## src/rtl/data_mem_arbiter.sv

```systemverilog
// Arbiter sharing the single-port data memory between the core LDR/STR path (C) and a
// debug/loader port (D): one access per cycle, round-robin on contention, bounded debug bursts.
module data_mem_arbiter #(
  parameter int DATA_W    = 32,
  parameter int ADDR_W    = 5,
  parameter int MAX_BURST = 4
) (
  input  logic              clk,
  input  logic              rst,
  input  logic              c_req,
  input  logic              c_we,
  input  logic [ADDR_W-1:0] c_addr,
  input  logic [DATA_W-1:0] c_wdata,
  output logic              c_gnt,
  output logic              c_rvalid,
  output logic [DATA_W-1:0] c_rdata,
  input  logic              d_req,
  input  logic              d_we,
  input  logic [ADDR_W-1:0] d_addr,
  input  logic [DATA_W-1:0] d_wdata,
  output logic              d_gnt,
  output logic              d_rvalid,
  output logic [DATA_W-1:0] d_rdata,
  output logic              mem_we,
  output logic [ADDR_W-1:0] mem_addr,
  output logic [DATA_W-1:0] mem_wdata,
  input  logic [DATA_W-1:0] mem_rdata,
  output logic              core_stall
);

  typedef enum logic [1:0] {IDLE, CORE, DBG} state_e;

  localparam logic [3:0] MaxBurst = 4'(MAX_BURST);

  state_e            state_q, state_d;
  logic              last_d_q, last_d_d;      // 1 when D owned the most recent granted cycle
  logic [3:0]        burst_cnt_q, burst_cnt_d;
  logic              rd_c_q, rd_c_d;
  logic              rd_d_q, rd_d_d;
  logic [DATA_W-1:0] c_rdata_q, c_rdata_d;
  logic [DATA_W-1:0] d_rdata_q, d_rdata_d;
  logic              grant_c, grant_d, burst_lock;

  // NOTE: every signal gets a default before any branch so no path leaves it unassigned (no latch).
  always_comb begin
    grant_c     = 1'b0;
    grant_d     = 1'b0;
    burst_lock  = (state_q == DBG) && d_req && (burst_cnt_q < MaxBurst);

    // Grants are suppressed while reset is held so nothing reaches the memory.
    if (rst) begin
      if (c_req && d_req) begin
        if (burst_lock || !last_d_q) grant_d = 1'b1;
        else                         grant_c = 1'b1;
      end else if (c_req) begin
        grant_c = 1'b1;
      end else if (d_req) begin
        grant_d = 1'b1;
      end
    end

    state_d     = grant_c ? CORE : (grant_d ? DBG : IDLE);
    last_d_d    = grant_d ? 1'b1 : (grant_c ? 1'b0 : last_d_q);
    burst_cnt_d = grant_d ? (c_req ? burst_cnt_q + 4'd1 : burst_cnt_q) : 4'd0;
    rd_c_d      = grant_c && !c_we;
    rd_d_d      = grant_d && !d_we;

    mem_we      = (grant_c && c_we) || (grant_d && d_we);
    mem_addr    = '0;
    mem_wdata   = '0;
    if (grant_c) begin
      mem_addr  = c_addr;
      mem_wdata = c_wdata;
    end else if (grant_d) begin
      mem_addr  = d_addr;
      mem_wdata = d_wdata;
    end

    // Read return goes only to the owner of the previous cycle; rdata holds otherwise.
    c_rvalid    = rd_c_q && rst;
    d_rvalid    = rd_d_q && rst;
    c_rdata     = c_rvalid ? mem_rdata : c_rdata_q;
    d_rdata     = d_rvalid ? mem_rdata : d_rdata_q;
    c_rdata_d   = c_rdata;
    d_rdata_d   = d_rdata;

    c_gnt       = grant_c;
    d_gnt       = grant_d;
    core_stall  = c_req && !grant_c;
  end

  // NOTE: state registers use non-blocking assignments so all flops update from pre-edge values.
  always_ff @(posedge clk) begin
    if (!rst) begin
      state_q     <= IDLE;
      last_d_q    <= 1'b1;
      burst_cnt_q <= 4'd0;
      rd_c_q      <= 1'b0;
      rd_d_q      <= 1'b0;
      c_rdata_q   <= '0;
      d_rdata_q   <= '0;
    end else begin
      state_q     <= state_d;
      last_d_q    <= last_d_d;
      burst_cnt_q <= burst_cnt_d;
      rd_c_q      <= rd_c_d;
      rd_d_q      <= rd_d_d;
      c_rdata_q   <= c_rdata_d;
      d_rdata_q   <= d_rdata_d;
    end
  end

endmodule
```

## config.mk

```make
export PLATFORM = sky130hd
export DESIGN_NAME = data_mem_arbiter
export DESIGN_NICKNAME = d
export VERILOG_FILES = /design/src/rtl/data_mem_arbiter.sv
export SDC_FILE = /design/constraint.sdc
export NUM_CORES = 1
export LEC_CHECK = 0
export CAP_MARGIN = 20
export CORE_MARGIN = 4
export CORE_UTILIZATION = 43
export CTS_CLUSTER_SIZE = 14
export DETAILED_ROUTE_END_ITERATION = 8
export PLACE_DENSITY = 0.87
export SYNTH_ARGS = -nofsm -noshare
export SYNTH_HDL_FRONTEND = slang
export SYNTH_SLANG_ARGS = --single-unit
```

## constraint.sdc

```tcl
create_clock -name clk -period 5.39 [get_ports clk]
set_clock_uncertainty 0.05 [all_clocks]
set_input_delay 1.078 -clock clk [delete_from_list [all_inputs] [get_ports clk]]
set_output_delay 1.078 -clock clk [all_outputs]
set_load 0.02 [all_outputs]
```

==> results of run 1 <==
final cells by class:
type | count | area (um2)
repair buffers | 227 | 2240
inverters | 6 | 22.5
well taps | 129 | 161
clock inverters | 7 | 70.1
fillers | 697 | 2730
clock buffers | 9 | 124
multi-input cells | 340 | 2470
flip-flops and latches | 73 | 1460
through the flow:
step                      utilization [%]  cell area (um2)  total power, mW  instances
after global placement               68.5             6360            0.990        775
after CTS                            70.6             6560             1.42        791
after global routing                 70.6             6560             1.46        791
final                                70.6             6560             1.40        791
after detailed placement             68.5             6360            0.999        775
after floorplan                         -             4130            0.791        457
final timing paths:
kind                   from            end  slack [ns]  depth (start not counted)
max                   c_req  mem_wdata[29]        1.05                          6
min           c_rdata_q[25]  c_rdata_q[25]        0.45                          2
max reg2reg  burst_cnt_q[2]         rd_c_q        3.33                          4
min reg2reg   c_rdata_q[25]  c_rdata_q[25]        0.45                          2
routing by layer:
layer  wire length, um  up-vias
met5                 0        -
met4               404        0
met3               731       41
met2              6820      153
met1              5410     1922
li1                  -     1984
critical path: cells and delay by family:
family	cells	cell delay, ns
AO/OA/AOI/OAI	2	0.45
buffers and inverters	4	1.67
where the power goes:
part,internal (mW),switching [mW]
Combinational,0.219,0.200
Sequential,0.558,0.0102
Clock,0.214,0.202
Total,0.991,0.412
layout by cell type, fill, tap and decap left out, types with 2 or more instances in the layout:
cell type	netlist	final
clkbuf_8	0	9
dfxtp_2	0	2
o21ai_0	3	3
buf_4	3	9
mux2i_1	64	64
clkdlybuf4s50_1	0	217
nor2_1	69	69
dfxtp_1	73	71
mux2_2	64	64
inv_1	6	5
o22ai_1	18	18
nand2_1	83	83
clkinv_2	0	3
o22ai_2	20	20
nor3_1	2	2
a21oi_1	4	4
o211ai_1	2	2
registers in the layout, indices dropped and copies added, names as in the netlist:
signal,count
c_rdata_q,32
d_rdata_q,32
burst_cnt_q,4
state_q,2
last_d_q,1
rd_c_q,1
rd_d_q,1
cells by family (layout without fill, tap and decap cells):
logic type / count (synthesis) / count (layout) / synth area share [%]
flops: 73 / 73 / 35.4
buf+inv: 44 / 249 / 5.09
compound gates: 54 / 54 / 11.4
fa+ha+maj: 1 / 1 / 0.303
simple gates: 157 / 157 / 14.9
mux: 128 / 128 / 33.0
==> results.cfg, run 1 <==
[run_status]
status = completed

[sta]
fin_tns_setup_ns = 0
fmax_ghz = 0.231
worst_hold_slack_ns = 0.446
period_minus_slack_ns = 4.34
tightest_slew_ns = 0.709
layout_setup_ws_ns = 1.05
rsz0062_at_grt = no
hold_viol = 0
max_slew_margin_pct = 52.6
period_share_pct = 80.5
finalSetupViolations = 0
slew_viol_final = 0

[grt]
grtUsageMet2_pct = 41.5
grt_max_degree = 67
grt_pass1_wl_mm = 21.1
antenna_found_initial = 0
grt_usage_pct = 23.3
met1_usage_pct = 27.0
busiest_layer = met2
use_met3_pct = 6.01
first_global_vias = 4129
grt_remaining_overflow = 0

[critical_path]
slowest_stage = clkdlybuf4s50_1
end_kind = output port
cp-start-kind = input port
path_cells = clkdlybuf4s50_1 > inv_1 > o22a_1 > buf_4 > o22ai_2 > clkdlybuf4s50_1
crit_top_cell = clkdlybuf4s50_1
critPathArrivalTime_ns = 3.21
cpPeakStageDelay_ns = 0.66
crit_required_ns = 4.26
crit_type = in -> out
cp_max_fo = 41

[yosys]
synth_fp_nets = 570
yosysTopAreaCell = dfxtp_1
avgSynthCellArea_um2 = 9.04
ys_types = 28
synth-edff-count = 0
ys_ff_latch = 73
yosys.cell_count.top_type = nand2_1
synth.area.top_cells = dfxtp_1, mux2_2, mux2i_1, nand2_1, nor2_1
yosysWarningCount = 0
seq_area_frac_synth_pct = 35.4
netlist_instances = 457
netlist_top_cells_count = nand2_1, dfxtp_1, nor2_1
synth_area_um2 = 4130
ys_async_sr_fraction_pct = 0
synth_top_area_share_pct = 35.4
synth-main-ff-cell = dfxtp_1

[route]
via_per_inst = 5.18
detail-route-antenna-nets = 0
avgRoutedWirePerCell_um = 16.9
firstDrtPassIters = 4
drc_errors = 0
vias = 4100
drt-initial-drc-count = 145
wl_mm = 13.4

[cts]
cts_root_buf = clkbuf_8
path_clk_slew_ns = 0.08
ctsHoldBuffers = 0
cts_setup_buffers = 0
numCtsBuffers = 9
cts_sinks = 73
cts.path.max_buffers = 2
htreeDepth = 3
cts_resized = 0
clock_latency_ns = 0.33
cts_tree = done

[floorplan]
die_area_um2 = 11200
fp.dieH_um = 106
initial_core_util_pct = 44.5
row_count = 35
core_area_um2 = 9280
die_x_um = 106
io_pins = 219

[flow_run]
max_cap_viol_count = 0

[placed_design]
port_buffers = 218
gp_congestion = 0.861
dp_slack_ns = 1.08
hpwl_mm = 9.91

[pwr]
p_per_area_nw_per_um2 = 214
ir_drop_uv = 175
leakagePower_nw = 2.51

[layout]
drive_gt1_share_pct = 17.7
antennaDiodeCount = 0
areaGrowthSynthToFinish_pct = 58.7
final_nets = 770

[min_path]
min_path_type = reg -> reg
No activity file was read; power rests on OpenSTA's default activity.
==> inputs of run 2 (changes only) <==
--- a/config.mk
+++ b/config.mk
@@ -7,10 +7,10 @@
 export LEC_CHECK = 0
 export CAP_MARGIN = 20
 export CORE_MARGIN = 4
-export CORE_UTILIZATION = 43
+export CORE_UTILIZATION = 36
 export CTS_CLUSTER_SIZE = 14
 export DETAILED_ROUTE_END_ITERATION = 8
-export PLACE_DENSITY = 0.87
+export PLACE_DENSITY = 0.77
 export SYNTH_ARGS = -nofsm -noshare
 export SYNTH_HDL_FRONTEND = slang
 export SYNTH_SLANG_ARGS = --single-unit
==> constraint.sdc (replaced) <==
create_clock -name clk -period 3.6 [get_ports clk]
set_clock_uncertainty 0.05 [all_clocks]
set_input_delay 0.72 -clock clk [delete_from_list [all_inputs] [get_ports clk]]
set_output_delay 0.72 -clock clk [all_outputs]
set_load 0.02 [all_outputs]
==> run 2 against run 1 <==
  * First-iteration DRC count rose by 37%
  * Sequential power grew 50%
  * Critical path depth unchanged
  * Sequential share of layout area fell by 0.50 points
  * Final area up 2.3%
  * Non-clock buffer count grew 6
  * Clock-buffer cell count unchanged
  * Core utilization decreased by 9.8 points
  * Global-route usage fell by 3.2 points
  * Via count is 2.7% lower
  * Highest routed layer unchanged
==> results.cfg, run 2 (synthesis results as in run 1) <==
[run_status]
status = completed

[critical_path]
crit_top_cell = clkdlybuf4s50_1
critical-path-top-delay-family = buffers and inverters
cp_max_fo = 28
path_cells = clkdlybuf4s50_1 > inv_1 > o22a_1 > buf_4 > o22ai_1 > clkdlybuf4s50_1
slowest_stage = clkdlybuf4s50_1
path_buf_inv = 4
crit_type = in -> out
critPathArrivalTime_ns = 2.69
end_kind = output port
crit_required_ns = 2.83
cpPeakStageDelay_ns = 0.64
cp-start-kind = input port

[layout]
final_common_cell = clkdlybuf4s50_1
fill_cells = 971
utilization_pct = 60.8
drive_gt1_share_pct = 18.4
most-common-layout-cells = clkdlybuf4s50_1, nand2_1, dfxtp_1
final_nets = 776
reg_top3 = c_rdata_q: 32 flops, d_rdata_q: 32 flops, burst_cnt_q: 4 flops
areaGrowthSynthToFinish_pct = 62.4
antennaDiodeCount = 0

[grt]
first_global_vias = 4216
grt_usage_pct = 20.1
grt_pass1_wl_mm = 21.4
antenna_found_initial = 0
grt_remaining_overflow = 0
grt_max_degree = 67

[sta]
rsz0062_at_grt = no
finalSetupViolations = 0
layout_setup_ws_ns = 0.142
slew_viol_final = 0
period_minus_slack_ns = 3.46
worst_hold_slack_ns = 0.437
tightest_slew_ns = 0.684
fin_tns_setup_ns = 0
max_slew_margin_pct = 54.4
fmax_ghz = 0.289
hold_viol = 0
period_share_pct = 96.1

[floorplan]
die_x_um = 115
fp.dieH_um = 115
initial_core_util_pct = 37.4
core_area_um2 = 11000
die_area_um2 = 13300
io_pins = 219
row_count = 38

[route]
via_per_inst = 4.94
drc_errors = 0
detail-route-antenna-nets = 0
vias = 3991
wl_mm = 13.5
firstDrtPassIters = 4
drt-initial-drc-count = 199
avgRoutedWirePerCell_um = 16.8

[placed_design]
port_buffers = 218
hpwl_mm = 10.1
dp_slack_ns = 0.153
gp_congestion = 0.898

[cts]
cts_resized = 0
numCtsBuffers = 9
cts_setup_buffers = 0
htreeDepth = 3
cts_root_buf = clkbuf_16
path_clk_slew_ns = 0.06
clock_latency_ns = 0.32
cts.path.max_buffers = 2
ctsHoldBuffers = 0
cts_sinks = 73
cts_tree = done

[pwr]
total_power_mw = 2.28
leakagePower_nw = 2.58
p_per_area_nw_per_um2 = 340
ir_drop_uv = 206

[flow_run]
max_cap_viol_count = 0

[min_path]
min_path_type = reg -> reg
run 2: per-layer routing:
metal / share of wire [%] / vias up / GRT usage (%)
met1: 42 / 1858 / 24.0
li1: - / 1999 / -
met3: 4.3 / 22 / 3.68
met2: 52 / 112 / 36.7
met4: 1.9 / 0 / 5.48
met5: 0 / - / 0
run 2: worst paths after layout:
| kind | from | end | slack [ns] | depth (start not counted) |
|---|---|---|---|---|
| max | c_req | mem_wdata[0] | 0.14 | 6 |
| min | d_rdata_q[17] | d_rdata_q[17] | 0.44 | 2 |
| max reg2reg | burst_cnt_q[2] | burst_cnt_q[3] | 2.00 | 3 |
| min reg2reg | d_rdata_q[17] | d_rdata_q[17] | 0.44 | 2 |
run 2: power breakdown:
group,switching (mW),internal (mW)
clock network,0.332,0.464
registers,0.0150,0.837
logic,0.299,0.335
run 2: worst min-delay path, cell delays in order (launching register included):
cell and delay (ns):
dfxtp_1 0.32, mux2i_1 0.06, nor2_1 0.07
run 2: through the flow:
stage / area (um2) / cells
after floorplan: 4130 / 457
after global placement: 6430 / 792
after detailed placement: 6430 / 792
after CTS: 6710 / 808
after global routing: 6710 / 808
final: 6710 / 808
run 2: final cells by class:
type | count | area (um2) | share of cell area [%]
tap | 140 | 175 | 2.61
sequential | 73 | 1460 | 21.8
clock inverter | 7 | 47.5 | 0.709
multi-input combinational | 340 | 2470 | 36.8
timing repair buffer | 233 | 2300 | 34.3
clock buffer | 9 | 225 | 3.36
inverter | 6 | 22.5 | 0.336
==> inputs of run 3 (changes only) <==
--- a/config.mk
+++ b/config.mk
@@ -7,10 +7,10 @@
 export LEC_CHECK = 0
 export CAP_MARGIN = 20
 export CORE_MARGIN = 4
-export CORE_UTILIZATION = 36
+export CORE_UTILIZATION = 43
 export CTS_CLUSTER_SIZE = 14
 export DETAILED_ROUTE_END_ITERATION = 8
-export PLACE_DENSITY = 0.77
+export PLACE_DENSITY = 0.87
 export SYNTH_ARGS = -nofsm -noshare
 export SYNTH_HDL_FRONTEND = slang
 export SYNTH_SLANG_ARGS = --single-unit
==> constraint.sdc (replaced) <==
create_clock -name clk -period 4.4 [get_ports clk]
set_clock_uncertainty 0.05 [all_clocks]
set_input_delay 0.88 -clock clk [delete_from_list [all_inputs] [get_ports clk]]
set_output_delay 0.88 -clock clk [all_outputs]
set_load 0.02 [all_outputs]
==> run 3 against run 2 <==
  * First-iteration DRC count decreased by 0.50%
  * Flip-flop and latch count unchanged
  * Largest cell class unchanged
  * Clock-buffer cell count increased by 2
  * Cell count decreased by 2.1%
  * Critical path depth stayed put
  * Critical endpoint is now mem_wdata[8]
  * Highest routed layer unchanged
==> results.cfg, run 3 (synthesis results as in run 1) <==
[route]
vias = 4081
detail-route-antenna-nets = 0
avgRoutedWirePerCell_um = 16.9
via_per_inst = 5.16
drc_errors = 0
drt-initial-drc-count = 198
wl_mm = 13.4
firstDrtPassIters = 5

[critical_path]
critical-path-top-delay-family = buffers and inverters
end_kind = output port
crit_type = in -> out
crit_cells = 6
critPathArrivalTime_ns = 2.94
path_buf_inv = 3
ff2ff_path_depth = 4
crit_top_cell = clkdlybuf4s50_1
crit_required_ns = 3.47
cpPeakStageDelay_ns = 0.59
cp-start-kind = input port
cp_max_fo = 38
path_cells = clkdlybuf4s50_1 > nand2_1 > o21ai_4 > buf_4 > o22ai_1 > clkdlybuf4s50_1
slowest_stage = clkdlybuf4s50_1

[pwr]
p_sw_mw = 0.494
p_clk_share_pct = 30.2
ir_drop_uv = 166
combPwrFrac_pct = 29.8
leakagePower_nw = 2.54
sw_frac_of_total_pct = 28.4
power.share.sequential_pct = 40.0
p_per_area_nw_per_um2 = 264
total_power_mw = 1.74
p_int_mw = 1.25

[layout]
fill_cells = 717
most-common-layout-cells = clkdlybuf4s50_1, nand2_1, dfxtp_1
postLayoutCellArea_um2 = 6590
final_cells = 791
drive_gt1_share_pct = 17.7
antennaDiodeCount = 0
final_nets = 770
areaGrowthSynthToFinish_pct = 59.6
final_common_cell = clkdlybuf4s50_1
reg_top3 = c_rdata_q: 32 flops, d_rdata_q: 32 flops, burst_cnt_q: 4 flops

[sta]
period_share_pct = 88.1
fmax_ghz = 0.258
period_minus_slack_ns = 3.87
slew_viol_final = 0
layout_setup_ws_ns = 0.525
max_slew_margin_pct = 52.5
rsz0062_at_grt = no
finalSetupViolations = 0
tightest_slew_ns = 0.711
hold_viol = 0
fin_tns_setup_ns = 0

[grt]
first_global_vias = 4149
grt_remaining_overflow = 0
antenna_found_initial = 0
grt_usage_pct = 23.2
grt_pass1_wl_mm = 21.3
grt_max_degree = 67

[cts]
cts_tree = done
htreeDepth = 3
numCtsBuffers = 9
cts_resized = 0
ctsHoldBuffers = 0
path_clk_slew_ns = 0.08
cts_root_buf = clkbuf_8
cts.path.max_buffers = 2
cts_setup_buffers = 0
clock_latency_ns = 0.33
cts_sinks = 73

[flow_run]
max_cap_viol_count = 0

[floorplan]
fp.dieH_um = 106
core_area_um2 = 9280
io_pins = 219
initial_core_util_pct = 44.5
die_x_um = 106
die_area_um2 = 11200
row_count = 35

[placed_design]
placed_cells = 775
placed_cell_area_um2 = 6390
port_buffers = 218
dp_slack_ns = 0.551
gp_congestion = 0.853
hpwl_mm = 9.81

[min_path]
worstHoldPathCells = 2
min_path_type = reg -> reg

[run_status]
status = completed
-- run 3: final timing paths --
path                                startpoint      endpoint  slack (ns)
worst min register to register    c_rdata_q[6]  c_rdata_q[6]        0.44
worst max register to register  burst_cnt_q[2]    state_q[0]        2.53
worst min-delay path              c_rdata_q[6]  c_rdata_q[6]        0.44
worst max-delay path                     c_req  mem_wdata[8]        0.53
-- run 3: layout make-up --
class                      count  area [um2]  share of cell area, %
multi-input combinational    340        2470                   37.5
tap                          129         161                   2.45
inverter                       6        22.5                  0.342
clock buffer                  11         151                   2.30
sequential                    73        1460                   22.2
timing repair buffer         227        2270                   34.4
clock inverter                 5        53.8                  0.816
-- run 3: stage by stage --
stage | util [%] | hold WS (ns)
2_1_floorplan | - | 0.404
3_3_place_gp | 68.8 | 0.417
3_5_place_dp | 68.8 | 0.428
4_1_cts | 71.0 | 0.447
5_1_grt | 71.0 | 0.466
6_report | 71.0 | 0.442
-- run 3: tightest hold or removal path, stage by stage, from the launching register on --
cell	delay, ns
dfxtp_1	0.33
mux2i_1	0.06
nor2_1	0.07
-- run 3: power by group through the flow --
stage	logic [mW]	registers [mW]	clock network (mW)
final	0.518	0.697	0.526
after global routing	0.551	0.699	0.570
after CTS	0.520	0.696	0.544
after detailed placement	0.516	0.711	0
after global placement	0.506	0.710	0
after floorplan	0.262	0.707	0
-- run 3: per-layer routing --
layer	wire length, um	track usage, %
met5	0	0
met4	245	5.37
met3	777	6.01
met2	6890	41.1
met1	5450	28.1
